--- config.mk ---
export PLATFORM = sky130hd
export DESIGN_NAME = icetap_rle
export DESIGN_NICKNAME = d
export VERILOG_FILES = /design/src/rtl/icetap_rle_pkg.sv /design/src/rtl/icetap_sync2.sv /design/src/rtl/icetap_rle.sv
export SDC_FILE = /design/constraint.sdc
export NUM_CORES = 1
export LEC_CHECK = 0
export CAP_MARGIN = 20
export CORE_MARGIN = 4
export CORE_UTILIZATION = 23
export DETAILED_ROUTE_END_ITERATION = 7
export PLACE_DENSITY = 0.39
export SLEW_MARGIN = 20
export SYNTH_ARGS = -nofsm -noshare
export SYNTH_HDL_FRONTEND = slang
export SYNTH_SLANG_ARGS = --single-unit
--- constraint.sdc ---
create_clock -name src_clk -period 3.1 [get_ports src_clk]
set_clock_uncertainty 0.15 [all_clocks]
set_input_delay 0.62 -clock src_clk [delete_from_list [all_inputs] [get_ports src_clk]]
set_output_delay 0.62 -clock src_clk [all_outputs]
set_load 0.02 [all_outputs]
--- src/rtl/icetap_rle_pkg.sv ---
// icetap_rle_pkg
//   Shared definitions for the icetap run-length encoder:
//   - state_e : encoder state encoding (IDLE / RUN)
//   - cnt_max : largest value a CNT_BITS-wide repeat counter may hold
package icetap_rle_pkg;

  typedef enum logic {
    IDLE = 1'b0,
    RUN  = 1'b1
  } state_e;

  // All-ones value of a cnt_bits-wide counter; a run closes when it is reached
  // so the counter never wraps.
  function automatic logic [31:0] cnt_max(input int unsigned cnt_bits);
    return (32'd1 << cnt_bits) - 32'd1;
  endfunction

endpackage

--- src/rtl/icetap_sync2.sv ---
// icetap_sync2
//   Two-flop synchronizer, both stages cleared by a synchronous reset.
//   Ports:
//     clk   in          sampling clock
//     srst  in          synchronous active-high reset
//     d_i   in  WIDTH   asynchronous / foreign-domain input
//     q_o   out WIDTH   input delayed by two clk cycles
module icetap_sync2 #(
  parameter int WIDTH = 1
) (
  input  logic             clk,
  input  logic             srst,
  input  logic [WIDTH-1:0] d_i,
  output logic [WIDTH-1:0] q_o
);

  logic [WIDTH-1:0] meta_q;
  logic [WIDTH-1:0] sync_q;

  always_ff @(posedge clk) begin
    if (srst) begin
      meta_q <= '0;
      sync_q <= '0;
    end else begin
      meta_q <= d_i;
      sync_q <= meta_q;
    end
  end

  assign q_o = sync_q;

endmodule

--- src/rtl/icetap_rle.sv ---
// icetap_rle
//   Run-length encoder in front of the capture RAM. Compresses the probe
//   vector into (value, extra-repeat count) records; a run is closed by a
//   value change, counter saturation, a flush pulse or enable falling.
//   Output is a single-entry register with valid/ready; a record that cannot
//   be loaded because the held one is not accepted is dropped and flagged in
//   the sticky overflow bit.
//
//   Optional build macro ICETAP_RLE_SYNC_EN: signals_in, enable and flush go
//   through a two-flop synchronizer first (all latencies +2 cycles).
//
//   Ports:
//     src_clk      in   1           sampling clock (rising edge)
//     src_reset    in   1           synchronous active-high reset
//     enable       in   1           level, encoding active
//     flush        in   1           pulse, force-close current run
//     signals_in   in   NR_SIGNALS  raw probe sample
//     out_valid    out  1           record available
//     out_ready    in   1           downstream accepts record
//     out_signals  out  NR_SIGNALS  run value
//     out_count    out  CNT_BITS    extra repeats (run length = count+1)
//     overflow     out  1           sticky: a record was dropped
module icetap_rle
  import icetap_rle_pkg::*;
#(
  parameter int NR_SIGNALS = 16,
  parameter int CNT_BITS   = 8
) (
  input  logic                  src_clk,
  input  logic                  src_reset,
  input  logic                  enable,
  input  logic                  flush,
  input  logic [NR_SIGNALS-1:0] signals_in,
  output logic                  out_valid,
  input  logic                  out_ready,
  output logic [NR_SIGNALS-1:0] out_signals,
  output logic [CNT_BITS-1:0]   out_count,
  output logic                  overflow
);

  localparam logic [CNT_BITS-1:0] CNT_MAX = CNT_BITS'(cnt_max(CNT_BITS));
  localparam logic [CNT_BITS-1:0] CNT_ONE = {{(CNT_BITS-1){1'b0}}, 1'b1};

  // Sample-aligned controls and data seen by the encoder
  logic                  en_s;
  logic                  fl_s;
  logic [NR_SIGNALS-1:0] samp_s;

`ifdef ICETAP_RLE_SYNC_EN
  // enable/flush ride through the same synchronizer so they stay aligned
  // with the sample they qualify.
  icetap_sync2 #(
    .WIDTH(NR_SIGNALS + 2)
  ) u_sync (
    .clk  (src_clk),
    .srst (src_reset),
    .d_i  ({enable, flush, signals_in}),
    .q_o  ({en_s, fl_s, samp_s})
  );
`else
  assign en_s   = enable;
  assign fl_s   = flush;
  assign samp_s = signals_in;
`endif

  // Run tracking
  state_e                state_q, state_d;
  logic [NR_SIGNALS-1:0] cur_val_q, cur_val_d;
  logic [CNT_BITS-1:0]   cur_cnt_q, cur_cnt_d;
  logic                  emit;
  logic                  clr_ovf;

  always_comb begin
    state_d   = state_q;
    cur_val_d = cur_val_q;
    cur_cnt_d = cur_cnt_q;
    emit      = 1'b0;
    clr_ovf   = 1'b0;
    case (state_q)
      IDLE: begin
        if (en_s) begin
          state_d   = RUN;
          cur_val_d = samp_s;
          cur_cnt_d = '0;
          clr_ovf   = 1'b1;
        end
      end
      RUN: begin
        if (!en_s) begin
          // Final record; this cycle's sample is not part of any run.
          emit    = 1'b1;
          state_d = IDLE;
        end else if ((samp_s != cur_val_q) || (cur_cnt_q == CNT_MAX) || fl_s) begin
          // Close the run and start a new one with the current sample.
          emit      = 1'b1;
          cur_val_d = samp_s;
          cur_cnt_d = '0;
        end else begin
          cur_cnt_d = cur_cnt_q + CNT_ONE;
        end
      end
      default: state_d = IDLE;
    endcase
  end

  always_ff @(posedge src_clk) begin
    if (src_reset) begin
      state_q   <= IDLE;
      cur_val_q <= '0;
      cur_cnt_q <= '0;
    end else begin
      state_q   <= state_d;
      cur_val_q <= cur_val_d;
      cur_cnt_q <= cur_cnt_d;
    end
  end

  // Output register
  logic                  out_valid_q, out_valid_d;
  logic [NR_SIGNALS-1:0] out_sig_q, out_sig_d;
  logic [CNT_BITS-1:0]   out_cnt_q, out_cnt_d;
  logic                  ovf_q, ovf_d;

  always_comb begin
    out_valid_d = out_valid_q;
    out_sig_d   = out_sig_q;
    out_cnt_d   = out_cnt_q;
    ovf_d       = ovf_q;
    if (out_valid_q && out_ready) begin
      out_valid_d = 1'b0;
    end
    if (emit) begin
      // The slot is free if empty or being drained this very cycle.
      if (!out_valid_q || out_ready) begin
        out_valid_d = 1'b1;
        out_sig_d   = cur_val_q;
        out_cnt_d   = cur_cnt_q;
      end else begin
        ovf_d = 1'b1;
      end
    end
    if (clr_ovf) begin
      ovf_d = 1'b0;
    end
  end

  always_ff @(posedge src_clk) begin
    if (src_reset) begin
      out_valid_q <= 1'b0;
      out_sig_q   <= '0;
      out_cnt_q   <= '0;
      ovf_q       <= 1'b0;
    end else begin
      out_valid_q <= out_valid_d;
      out_sig_q   <= out_sig_d;
      out_cnt_q   <= out_cnt_d;
      ovf_q       <= ovf_d;
    end
  end

  assign out_valid   = out_valid_q;
  assign out_signals = out_sig_q;
  assign out_count   = out_cnt_q;
  assign overflow    = ovf_q;

endmodule

==> metrics.txt <==
# TYPE chip_impl_metric gauge
chip_impl_metric{name="net_switching_power",unit="mW"} 0.3235
chip_impl_metric{name="synth.ff_latch_count",unit=""} 51
chip_impl_metric{name="chipHeight",unit="um"} 110.4
chip_impl_metric{name="synthesis.nets",unit=""} 262
chip_impl_info{name="timing.critical_path.to_type",value="flop"} 1
chip_impl_metric{name="gr-usage-met2",unit=""} 0.1501
chip_impl_info{name="top_usage_layer",value="met2"} 1
chip_impl_metric{name="grt_total_usage",unit=""} 0.09475
chip_impl_metric{name="synth_adder_area_share",unit=""} 0.005184
chip_impl_metric{name="gr-usage-met1",unit=""} 0.1257
chip_impl_metric{name="synth_edf_count",unit=""} 0
chip_impl_metric{name="setup-tns-final",unit="ps"} 0
chip_impl_info{name="cts_tree",value="built"} 1
chip_impl_metric{name="drt_first_iter_violations",unit=""} 49
chip_impl_metric{name="power.density",unit="nW/um2"} 400.8
chip_impl_metric{name="finalCriticalPeriod",unit="ps"} 2510
chip_impl_metric{name="port_buf_inserts",unit=""} 46
chip_impl_metric{name="wire_per_inst",unit="um"} 12.93
chip_impl_metric{name="combPwrFrac",unit=""} 0.136
chip_impl_metric{name="area_of_the_multi_input_gates",unit="um2"} 1291
chip_impl_metric{name="die_width",unit="um"} 110.4
chip_impl_metric{name="leakagePower",unit="nW"} 1.192
chip_impl_metric{name="grt_pass1_wl",unit="mm"} 9.542
chip_impl_metric{name="area_share_of_and_or_nand_nor_cells_after_synthesis",unit=""} 0.2442
chip_impl_metric{name="timing.fmax",unit="GHz"} 0.3984
chip_impl_metric{name="grt_max_degree",unit=""} 41
chip_impl_metric{name="starting_density_of_the_core",unit=""} 0.2348
chip_impl_metric{name="synth_cell_type_count",unit=""} 33
chip_impl_metric{name="sequentialPowerShare",unit=""} 0.551
chip_impl_info{name="worst_hold_startpoint",value="out_count[4]"} 1
chip_impl_metric{name="clkPwrFrac",unit=""} 0.313
chip_impl_metric{name="top_level_ports",unit=""} 47
chip_impl_metric{name="gate_count_post_synth",unit=""} 240
chip_impl_metric{name="yosys.area_share.xor_xnor",unit=""} 0.06532
chip_impl_metric{name="clk_latency",unit="ps"} 300
chip_impl_metric{name="grtUsageMet3",unit=""} 0.02849
chip_impl_metric{name="finalWirelength",unit="mm"} 5.483
chip_impl_metric{name="timing.slew.headroom",unit=""} 0.6207
chip_impl_metric{name="core",unit="um2"} 10280
chip_impl_info{name="rsz0062_at_grt",value="false"} 1
chip_impl_metric{name="fraction_of_final_layout_cells_with_drive_strength_greater_than_1",unit=""} 0.07639
chip_impl_metric{name="place.detailed.hpwl",unit="mm"} 4.009
chip_impl_metric{name="htree_num_levels",unit=""} 2
chip_impl_metric{name="routabilityCongestion",unit=""} 0.7004
chip_impl_info{name="synth_top_family_by_area",value="simple AND/OR/NAND/NOR gates"} 1
chip_impl_info{name="synth_ff_type",value="dfxtp_1"} 1
chip_impl_info{name="rr_startpoint",value="cur_cnt_q[0]"} 1
chip_impl_metric{name="layout_worst_path_cycle_share",unit=""} 0.8097
chip_impl_metric{name="synthArstFlopShare",unit=""} 0
chip_impl_metric{name="drv.max_cap_violation_count",unit=""} 0
chip_impl_metric{name="synth.avg_cell_area",unit="um2"} 10.06
chip_impl_metric{name="number_of_global_route_vias_before_repair",unit=""} 1822
chip_impl_info{name="criticalPathCategory",value="input pin to flop"} 1
chip_impl_metric{name="full_die_area",unit="um2"} 12200
chip_impl_metric{name="number_of_antenna_violations_at_the_first_check_in_global_routing",unit=""} 0
chip_impl_metric{name="num_rows",unit=""} 37
chip_impl_metric{name="ys_seq_area_frac",unit=""} 0.4230
chip_impl_metric{name="setup_slack",unit="ps"} 590.0
chip_impl_metric{name="post_cts.repair.setup_buffers",unit=""} 0
chip_impl_metric{name="cts_max_path_buffers",unit=""} 2
chip_impl_metric{name="final-hold-violation-count",unit=""} 0
chip_impl_metric{name="n_antenna_cell",unit=""} 0
chip_impl_metric{name="critical_path_data_arrival_time",unit="ps"} 2590
chip_impl_info{name="run_status",value="completed"} 1
chip_impl_metric{name="route.detailed.drc",unit=""} 0
chip_impl_metric{name="nFillCells",unit=""} 1109
chip_impl_metric{name="pre_cts_slack",unit="ps"} 285.2
chip_impl_metric{name="vdd_ir_max",unit="mV"} 0.1695
chip_impl_metric{name="globalRoute.totalOverflow",unit=""} 0
chip_impl_info{name="start_kind",value="input pin"} 1
chip_impl_metric{name="fin_nets",unit=""} 309
chip_impl_metric{name="slew_at_the_pin_closest_to_its_max_slew_limit",unit="ps"} 569.0
chip_impl_metric{name="maxSlewViolCount",unit=""} 0
chip_impl_metric{name="post_synth_instance_area",unit="um2"} 2414
chip_impl_metric{name="worst-endpoint-required",unit="ps"} 3180
chip_impl_metric{name="area_occupied_by_registers",unit="um2"} 1021
chip_impl_metric{name="vias",unit=""} 1732
chip_impl_metric{name="vias_per_cell",unit=""} 4.085
chip_impl_info{name="critical_path.startpoint",value="signals_in[13]"} 1
chip_impl_metric{name="synth_mux_area_frac",unit=""} 0.1659
chip_impl_info{name="cts_root_buffer",value="clkbuf_8"} 1
chip_impl_metric{name="areaGrowthSynthToFinish",unit="%"} 28.87
chip_impl_metric{name="detail-route-antenna-nets",unit=""} 0
chip_impl_metric{name="setup-violations-final",unit=""} 0
chip_impl_metric{name="crit_path_max_fanout",unit=""} 6
chip_impl_metric{name="drtPass1Iterations",unit=""} 4
chip_impl_metric{name="synth_warnings",unit=""} 0
chip_impl_metric{name="hold_buf_count_cts",unit=""} 0
chip_impl_metric{name="synth_compound_gate_area_share",unit=""} 0.05443
chip_impl_info{name="hold_path.class",value="flop to flop"} 1
chip_impl_metric{name="intPower",unit="mW"} 0.9231
chip_impl_metric{name="numClockSinks",unit=""} 51
chip_impl_metric{name="numCtsBuffers",unit=""} 5
chip_impl_metric{name="post_cts_resized",unit=""} 0
chip_impl_metric{name="swShare",unit=""} 0.2595
chip_impl_metric{name="clkSlewWorstSetupHoldPaths",unit="ps"} 100
==> metal layers <==
metal | vias up | share of wire
li1 | 897 | -
met1 | 798 | 0.49
met2 | 30 | 0.45
met3 | 7 | 0.048
met4 | 0 | 0.011
met5 | - | 0
==> Yosys cell counts, drive strengths merged, types with 2 or more instances <==
master | n | share of area
nand2b | 65 | 0.17
dfxtp | 51 | 0.42
mux2i | 40 | 0.17
xor2 | 13 | 0.047
clkbuf | 8 | 0.012
a21oi | 7 | 0.016
buf | 6 | 0.023
nand4 | 6 | 0.018
nand2 | 5 | 0.0078
nor3 | 5 | 0.010
xnor2 | 5 | 0.018
inv | 4 | 0.0062
nor2 | 4 | 0.0062
o211ai | 3 | 0.0093
and3 | 2 | 0.0052
nand3 | 2 | 0.0041
nor2b | 2 | 0.0052
nor4 | 2 | 0.0078
o21ai | 2 | 0.0041
==> cells in the final DEF (no fill, tap or decap), drive strengths merged, types with 3 or more instances in the layout <==
cell type       n
xor2           13
o211ai          3
mux2i          40
nor3            5
a21oi           7
buf             9
nand4           6
dfxtp          51
inv             4
nand2           5
nor2            4
clkbuf          6
clkdlybuf4s50  45
nand2b         65
xnor2           5
==> worst max-delay path, cell delays in order <==
cell	delay, ps
clkdlybuf4s50_1	450
xor2_1	160
nor4_1	380
buf_4	180
nand3_1	130
o211ai_1	250
buf_4	220
mux2i_1	190
==> sequential cells by signal, summed over array words and instances, names as in the netlist <==
| signal | count |
|---|---|
| cur_val_q | 16 |
| cur_cnt_q | 8 |
| out_count | 8 |
| state_q | 1 |
| out_valid | 1 |
| overflow | 1 |
| out_signals | 16 |
==> cell families after synthesis <==
kind of cell / after synthesis
simple gates: 96
flops: 51
mux: 40
xor+xnor: 18
buf+inv: 18
compound gates: 16
fa+ha+maj: 1
==> power by group through the flow <==
stage                     Sequential, mW  Clock [mW]  Combinational, mW
after floorplan                    0.708           0             0.0984
after global placement             0.703           0              0.173
after detailed placement           0.703           0              0.173
after CTS                          0.688       0.419              0.174
after global routing               0.690       0.441              0.187
final                              0.687       0.390              0.169
==> cell type report <==
type                       instances  area share
multi-input combinational        171      0.4151
sequential                        51      0.3282
timing repair buffer              54      0.1698
tap                              136     0.05471
clock buffer                       6     0.02333
inverter                           4    0.004827
clock inverter                     2    0.004023
==> worst paths after layout <==
path / end / slack (ps) / cells after the start
worst max-delay path: out_signals[14] / 590 / 8
worst min-delay path: out_count[4] / 330 / 2
worst max register to register: cur_val_q[4] / 930 / 7
worst min register to register: out_count[4] / 330 / 2
==> per-stage QoR <==
stage               instances  power, mW  area (um2)  utilization  hold WS, ps
floorplan                 240     0.8068        2414            -        312.4
global placement          416     0.8759        3025       0.2944        309.0
detailed placement        416     0.8762        3025       0.2944        312.8
CTS                       424      1.281        3110       0.3027        332.1
global route              424      1.319        3110       0.3027        345.1
finish                    424      1.247        3110       0.3027        327.0
Power figures use the tool's default switching activity.
